<file path="src/rtl/cache_ctrl_pkg.sv">
// Shared types and constants for the burst-refill write-through cache controller.
package cache_ctrl_pkg;

  typedef enum logic [3:0] {
    S_IDLE  = 4'd0,
    S_READ  = 4'd1,
    S_RMISS = 4'd2,
    S_RMEM  = 4'd3,
    S_RDATA = 4'd4,
    S_WRITE = 4'd5,
    S_WHIT  = 4'd6,
    S_WMISS = 4'd7,
    S_WMEM  = 4'd8,
    S_WDATA = 4'd9
  } state_t;

  localparam int DEF_WAIT_CYCLES = 4;
  localparam int DEF_BEATS       = 4;

  // Beat index width; a one-word line still exposes a 1-bit Beat.
  function automatic int beat_w(input int beats);
    return (beats > 2) ? $clog2(beats) : 1;
  endfunction

endpackage

</file>
<file path="src/rtl/wait_ctr_p.sv">
// Loadable down-counter that times one memory access; holds at zero.
module wait_ctr_p #(
  parameter int W = 8
) (
  input  logic         clk,
  input  logic         reset,
  input  logic         ld,
  input  logic [W-1:0] ld_val,
  output logic         zero
);

  logic [W-1:0] r_cnt;

  always_ff @(posedge clk or negedge reset) begin
    if (!reset) begin
      r_cnt <= '0;
    end else if (ld) begin
      r_cnt <= ld_val;
    end else if (r_cnt != '0) begin
      r_cnt <= r_cnt - W'(1);
    end
  end

  assign zero = (r_cnt == '0);

endmodule

</file>
<file path="src/rtl/cache_ctrl_burst.sv">
// Direct-mapped write-through cache controller with multi-beat refill,
// optional write-allocate and saturating hit/miss counters.
module cache_ctrl_burst
  import cache_ctrl_pkg::*;
#(
  parameter int WAIT_CYCLES    = DEF_WAIT_CYCLES,
  parameter int BEATS          = DEF_BEATS,
  parameter int WRITE_ALLOCATE = 0,
  parameter int CNT_W          = 16
) (
  input  logic                        clk,
  input  logic                        reset,
  input  logic                        Strobe,
  input  logic                        DRW,
  input  logic                        M,
  input  logic                        V,
  output logic                        DReady,
  output logic                        W,
  output logic                        MStrobe,
  output logic                        MRW,
  output logic                        RSel,
  output logic                        WSel,
  output logic [beat_w(BEATS)-1:0]    Beat,
  output logic                        Busy,
  output logic [CNT_W-1:0]            HitCnt,
  output logic [CNT_W-1:0]            MissCnt
);

  localparam int             BW        = beat_w(BEATS);
  localparam logic [BW-1:0]  BEAT_LAST = BW'(BEATS - 1);

  if (WAIT_CYCLES < 1 || WAIT_CYCLES > 255) begin : g_bad_wait
    $error("cache_ctrl_burst: WAIT_CYCLES must be 1..255");
  end
  if (BEATS < 1 || BEATS > 16 || (BEATS & (BEATS - 1)) != 0) begin : g_bad_beats
    $error("cache_ctrl_burst: BEATS must be a power of 2 in 1..16");
  end

  function automatic logic [CNT_W-1:0] sat_inc(input logic [CNT_W-1:0] v);
    return (&v) ? v : v + CNT_W'(1);
  endfunction

  state_t           r_state;
  state_t           w_next;
  logic [BW-1:0]    r_beat;
  logic [CNT_W-1:0] r_hit_cnt;
  logic [CNT_W-1:0] r_miss_cnt;
  logic             r_drw;
  logic             r_wmiss;
  logic             w_hit;
  logic             w_ld;
  logic             w_zero;
  logic             w_hit_inc;
  logic             w_miss_inc;
  logic             w_beat_clr;
  logic             w_beat_inc;

  assign w_hit = M & V;

  wait_ctr_p #(.W(8)) u_wait (
    .clk    (clk),
    .reset  (reset),
    .ld     (w_ld),
    .ld_val (8'(WAIT_CYCLES - 1)),
    .zero   (w_zero)
  );

  always_comb begin
    w_next     = r_state;
    DReady     = 1'b0;
    W          = 1'b0;
    MStrobe    = 1'b0;
    MRW        = 1'b0;
    RSel       = 1'b0;
    WSel       = 1'b0;
    Busy       = 1'b0;
    w_ld       = 1'b0;
    w_hit_inc  = 1'b0;
    w_miss_inc = 1'b0;
    w_beat_clr = 1'b0;
    w_beat_inc = 1'b0;
    case (r_state)
      S_IDLE: if (Strobe) w_next = DRW ? S_WRITE : S_READ;
      S_READ: begin
        Busy = 1'b1;
        if (w_hit) begin
          DReady    = 1'b1;
          w_hit_inc = 1'b1;
          w_next    = S_IDLE;
        end else begin
          w_miss_inc = 1'b1;
          w_beat_clr = 1'b1;
          w_next     = S_RMISS;
        end
      end
      S_RMISS: begin
        Busy    = 1'b1;
        MStrobe = 1'b1;
        w_ld    = 1'b1;
        w_next  = S_RMEM;
      end
      S_RMEM: begin
        Busy = 1'b1;
        if (w_zero) w_next = S_RDATA;
      end
      S_RDATA: begin
        Busy = 1'b1;
        W    = 1'b1;
        WSel = 1'b1;
        RSel = 1'b1;
        if (r_beat == BEAT_LAST) begin
          DReady     = 1'b1;
          w_beat_clr = 1'b1;
          w_next     = S_IDLE;
        end else begin
          w_beat_inc = 1'b1;
          w_next     = S_RMISS;
        end
      end
      S_WRITE: begin
        Busy = 1'b1;
        if (w_hit) begin
          w_hit_inc = 1'b1;
          w_next    = S_WHIT;
        end else begin
          w_miss_inc = 1'b1;
          w_next     = S_WMISS;
        end
      end
      S_WHIT: begin
        Busy    = 1'b1;
        W       = 1'b1;
        MStrobe = 1'b1;
        MRW     = 1'b1;
        w_ld    = 1'b1;
        w_next  = S_WMEM;
      end
      S_WMISS: begin
        Busy    = 1'b1;
        MStrobe = 1'b1;
        MRW     = 1'b1;
        w_ld    = 1'b1;
        w_next  = S_WMEM;
      end
      S_WMEM: begin
        Busy = 1'b1;
        MRW  = 1'b1;
        if (w_zero) w_next = S_WDATA;
      end
      S_WDATA: begin
        Busy = 1'b1;
        MRW  = 1'b1;
        // Allocating write miss hands over to the refill; DReady comes from its last beat.
        if (WRITE_ALLOCATE != 0 && r_drw && r_wmiss) begin
          w_beat_clr = 1'b1;
          w_next     = S_RMISS;
        end else begin
          DReady = 1'b1;
          w_next = S_IDLE;
        end
      end
      default: w_next = S_IDLE;
    endcase
  end

  always_ff @(posedge clk or negedge reset) begin
    if (!reset) begin
      r_state    <= S_IDLE;
      r_beat     <= '0;
      r_hit_cnt  <= '0;
      r_miss_cnt <= '0;
      r_drw      <= 1'b0;
      r_wmiss    <= 1'b0;
    end else begin
      r_state <= w_next;
      if (r_state == S_IDLE && Strobe) r_drw <= DRW;
      if (r_state == S_WRITE) r_wmiss <= ~w_hit;
      if (w_beat_clr) begin
        r_beat <= '0;
      end else if (w_beat_inc) begin
        r_beat <= r_beat + BW'(1);
      end
      if (w_hit_inc)  r_hit_cnt  <= sat_inc(r_hit_cnt);
      if (w_miss_inc) r_miss_cnt <= sat_inc(r_miss_cnt);
    end
  end

  assign Beat    = r_beat;
  assign HitCnt  = r_hit_cnt;
  assign MissCnt = r_miss_cnt;

endmodule
</file>
<file path="config.mk">
export PLATFORM = sky130hd
export DESIGN_NAME = cache_ctrl_burst
export DESIGN_NICKNAME = d
export VERILOG_FILES = /design/src/rtl/cache_ctrl_pkg.sv /design/src/rtl/wait_ctr_p.sv /design/src/rtl/cache_ctrl_burst.sv
export SDC_FILE = /design/constraint.sdc
export NUM_CORES = 1
export LEC_CHECK = 0
export ABC_AREA = 1
export CELL_PAD_IN_SITES_DETAIL_PLACEMENT = 1
export CELL_PAD_IN_SITES_GLOBAL_PLACEMENT = 1
export CORE_ASPECT_RATIO = 1.5
export CORE_UTILIZATION = 29
export DETAILED_ROUTE_END_ITERATION = 12
export PLACE_DENSITY_LB_ADDON = 0.1
export SKIP_CTS_REPAIR_TIMING = 1
export SLEW_MARGIN = 20
export SYNTH_ARGS = -nofsm -noshare
export SYNTH_HDL_FRONTEND = slang
export SYNTH_SLANG_ARGS = --single-unit
</file>
<file path="constraint.sdc">
create_clock -name clk -period 1.6 [get_ports clk]
set_input_delay 0.16 -clock clk [delete_from_list [all_inputs] [get_ports clk]]
set_output_delay 0.16 -clock clk [all_outputs]
set_load 0.01 [all_outputs]
</file>
Word-level counts from Yosys, hierarchy flattened
Index checks and enable logic that the tools add are counted.
- logic and storage cells: 67
- bits of input ports: 6
- output and inout port bits: 41
- register bits: 46
- reductions and logical operators: 16
- eq/ne operators: 13
- muxes and demuxes: 26
- add/subtract/negate cells: 4
- bitwise operators: 3
- operators with widths (cell ; count):
    16-bit by 1-bit adder with 16-bit output, second input constant ; 2
    4-bit one-hot mux with 8 select lines ; 1
    16-bit AND reduction ; 2
    4-bit by 3-bit equality test with 1-bit output, second input constant ; 4
    8-bit 2-to-1 mux ; 2
    1-bit 2-to-1 mux ; 13
    4-bit 2-to-1 mux ; 3
    9-bit OR reduction ; 1
    4-bit by 2-bit equality test with 1-bit output, second input constant ; 2
    4-bit equality test, second input constant ; 2
    8-bit zero test ; 1
    2-bit 2-to-1 mux ; 4
    8-bit nonzero test ; 1
    8-bit by 1-bit subtractor with 8-bit output, second input constant ; 1
    2-bit OR reduction ; 3
    4-bit by 1-bit equality test with 1-bit output, second input constant ; 1
    4-bit zero test ; 1
    2-bit by 1-bit != test with 1-bit output, second input constant ; 2
    2-bit AND reduction ; 2
    2-bit nonzero test ; 2
    4-bit OR reduction ; 1
    3-bit 2-to-1 mux ; 1
    1-bit one-hot mux with 3 select lines ; 1
    3-bit AND reduction ; 1
    7 further kinds ; 8

Longest topological paths before layout
- depth in word-level cells: 5
- mapped depth: 9
- gate-level depth less buffers: 9

By module
A second synthesis with hierarchy kept.
- cells, all modules: 420
- area total of the unflattened synthesis: 2894.0 µm²
- modules (own cells, without submodules) (module ; times used ; area each (µm²) ; sequential area each (µm²) ; cells an instance):
    cache_ctrl_burst ; 1 ; 2381.0 ; 950.9 ; 349
    wait_ctr_p ; 1 ; 513.0 ; 200.2 ; 71

Least setup slack after synthesis
No wires, ideal clock.
- kind: register -> register
- from: register r_hit_cnt[0], in the netlist HitCnt[0]
- to: register r_hit_cnt[13], in the netlist HitCnt[13]
- stages on the path, launching flop included: 10
- clock period less this slack: 1.502 ns
- path buffers: 1
- path slack: 0.098 ns
- library setup time: 0.116 ns
- arrival: 1.386 ns
- path through: dfrtp_1 ha_1 nand2_2 nor2_2 nand3_2 nor2_1 nor2_2 buf_4 nand2_1 nand2_1
- longest elaborated chain between the ends: 3
- RTL lines (what ; line ; RTL):
    start: declaration ; cache_ctrl_burst.sv:46 ; logic [CNT_W-1:0] r_hit_cnt;
    start signal: assignment ; cache_ctrl_burst.sv:183 ; if (w_hit_inc) r_hit_cnt <= sat_inc(r_hit_cnt);
    parallel branches: the longest is 3 deep, another holds 16-bit by 1-bit adder with 16-bit output ; n/a ;
Parallel ways; which one is timed is not known.
A chain may end at the register's enable or synchronous reset.

Final worst setup path
- from: register r_hit_cnt[2], in the netlist HitCnt[2]
- to: output port HitCnt[2]
- RTL lines (what ; line ; RTL):
    end: declaration ; cache_ctrl_burst.sv:25 ; output logic [CNT_W-1:0] HitCnt,
No word-level cell between the ends.

==> results.json <==
{
  "n_antenna_cell": 0,
  "synthCells": 407,
  "p_per_area_nw_per_um2": 1270,
  "ys_seq_area_share_pct": 40.2,
  "via_count": 2831,
  "synth_top_area_share_pct": 40.2,
  "coreArea_sq_um": 9630,
  "final_nets": 497,
  "antenna_found_initial": 0,
  "synthSimpleGateAreaFrac_pct": 38.3,
  "finalCriticalPeriod_ns": 1.54,
  "routed_wl_mm": 8.19,
  "synth.most_common_cell": "nand2_1",
  "cp-end-kind": "primary output",
  "critical_path_buf_inv_count": 1,
  "syn_area_sq_um": 2860,
  "synth_area_leaders": "dfrtp_1 40%, nand2_1 20%, nor2_1 5.6%",
  "clk_transition_reported_paths_ns": 0.07,
  "startpoint_type": "flip-flop",
  "drtIter0Drc": 98,
  "synth-compound-area-share_pct": 5.03,
  "synth_top_family_by_area": "simple AND/OR/NAND/NOR gates",
  "wl_per_cell_microns": 13.6,
  "synthArstFlopShare_pct": 100,
  "irDropWorstVdd_uv": 835,
  "die_h_microns": 124,
  "status": "completed",
  "worst_slack_ns": 0.0618,
  "synth_edf_count": 0,
  "grt_pass1_vias": 2964,
  "cts_tree": "built",
  "numCtsBuffers": 5,
  "worstMarginPinSlew_ns": 0.303,
  "clock.fmax_mhz": 650,
  "rows": 44,
  "insertion_delay_ns": 0.29,
  "worst_hold_slack_ns": 0.392,
  "io_buffers": 46,
  "grt_overflow": 0,
  "p_leak_nw": 1.88,
  "synth-seq-cells": 46,
  "syn2layout_area_growth_pct": 36.2,
  "grt_max_degree": 47,
  "h-tree-depth": 2,
  "cts_root_buf": "clkbuf_16",
  "io_pins": 47,
  "period_share_pct": 96.1,
  "yosys.area_share.adder_pct": 2.19,
  "die_area_sq_um": 10300,
  "drt.antenna.violating_nets": 0,
  "synth_ff_type": "dfrtp_1",
  "hpwlAfterDp_mm": 6.28,
  "initial_core_util_pct": 29.7,
  "clk_path_buf_depth": 2,
  "die_w_microns": 83.1,
  "cts.sinks": 46,
  "drive_above_1_share_pct": 16.0,
  "cpPeakStageDelay_ns": 0.59,
  "crit_family": "buffers and inverters",
  "yosysTopAreaCell": "dfrtp_1",
  "gp_congestion": 0.741,
  "path_class": "flip-flop to primary output",
  "yosysWarnings": 0,
  "synth_area_per_cell_sq_um": 7.03,
  "synth-xor-area-share_pct": 5.82,
  "hold_violations": 0,
  "hp-class": "input pin to asynchronous set/reset pin",
  "crit_slowest_cell": "clkdlybuf4s50_1",
  "drt_drc_violations_left": 0,
  "setup_violations": 0,
  "slew_violations": 0,
  "max_slew_margin_pct": 79.7,
  "cp_data_required_time_ns": 1.44,
  "cp.arrival_ns": 1.38,
  "crit_chain": "clkdlybuf4s50_1",
  "synth_common_cells": "156 x nand2_1, 46 x dfrtp_1, 43 x nor2_1, 39 x inv_1, 31 x nand3_1",
  "drt-vias-per-instance": 4.71,
  "firstDrtPassIters": 4,
  "synth_nets": 418,
  "worstPathMaxFanout": 8,
  "finalClockSkew_ns": 0.00551,
  "grt_use_total_pct": 16.8,
  "rsz0062_at_grt": "yes",
  "max-cap-violations": 0,
  "grt_pass1_wl_mm": 13.7,
  "synth_cell_type_count": 26,
  "post-place-ws_ns": -0.139,
  "r2r_slack_ns": 0.14,
  "synth_mux_area_share_pct": 0
}
==> flip-flops by register name, indices dropped and copies added (netlist names) <==
signal / cells
HitCnt: 16
Beat: 2
u_wait.r_cnt: 8
r_state: 4
MissCnt: 16
==> final timing paths <==
check / endpoint / cells after the start / from
min reg2reg: u_wait.r_cnt[7] / 3 / u_wait.r_cnt[7]
max reg2reg: MissCnt[12] / 8 / MissCnt[1]
max: HitCnt[2] / 1 / HitCnt[2]
min in group clk: r_state[2] / 3 / DRW
max in group asynchronous: r_state[3] / 3 / reset
min: HitCnt[4] / 3 / reset
==> cell families (layout without fill, tap and decap cells) <==
family / count (synthesis) / count (layout)
and+or+nand+nor: 258 / 258
buffers and inverters: 55 / 134
DFF: 46 / 46
AOI/OAI and AO/OA: 24 / 24
xor gates and xnor gates: 19 / 19
adders and majority gates: 5 / 5
==> metrics by stage <==
stage	std cells	total power [mW]	util, %	TNS [ns]	instance area [sq um]
3_5_place_dp	592	3.94	37.9	-0.474	3650
5_1_grt	601	5.39	40.5	-0.0221	3900
6_report	601	4.97	40.5	0	3900
3_3_place_gp	592	3.87	37.9	-0.114	3650
4_1_cts	599	5.01	39.3	-2.49	3790
2_1_floorplan	407	2.90	-	0	2860
==> layout by cell type (no fill, tap or decap), types with 5 or more instances in the layout <==
cell	instances
a21oi_1	5
buf_4	28
clkbuf_16	5
clkdlybuf4s50_1	38
dfrtp_1	45
dlymetal6s2s_1	6
inv_1	39
inv_2	10
nand2_1	154
nand2_2	6
nand3_1	30
nand4_1	13
nor2_1	34
nor2_2	12
o21ai_0	11
xnor2_1	13
xor2_1	6
==> report_power, final <==
| group | leakage [nW] | switching [mW] | internal [mW] | total [mW] |
|---|---|---|---|---|
| Sequential | 0.615 | 0.242 | 1.41 | 1.66 |
| Combinational | 1.20 | 1.22 | 1.06 | 2.28 |
| Clock | 0.0694 | 0.459 | 0.566 | 1.03 |
| Total | 1.88 | 1.93 | 3.04 | 4.97 |
==> layout make-up <==
| cell class | instances | area [sq um] |
|---|---|---|
| fillers | 1202 | 5740 |
| multi-input cells | 306 | 1540 |
| flip-flops and latches | 46 | 1150 |
| repair buffers | 78 | 746 |
| inverters | 49 | 184 |
| well taps | 115 | 144 |
| clock buffers | 5 | 125 |
| clock inverters | 2 | 10.0 |
==> metal layers <==
metal	track usage, %	vias up	part of all wire, %
li1	-	1430	-
met1	16.7	1358	39
met2	34.0	32	57
met3	2.98	11	1.9
met4	7.11	0	2.2
met5	0	-	0
(Power assumes the default switching activity.)
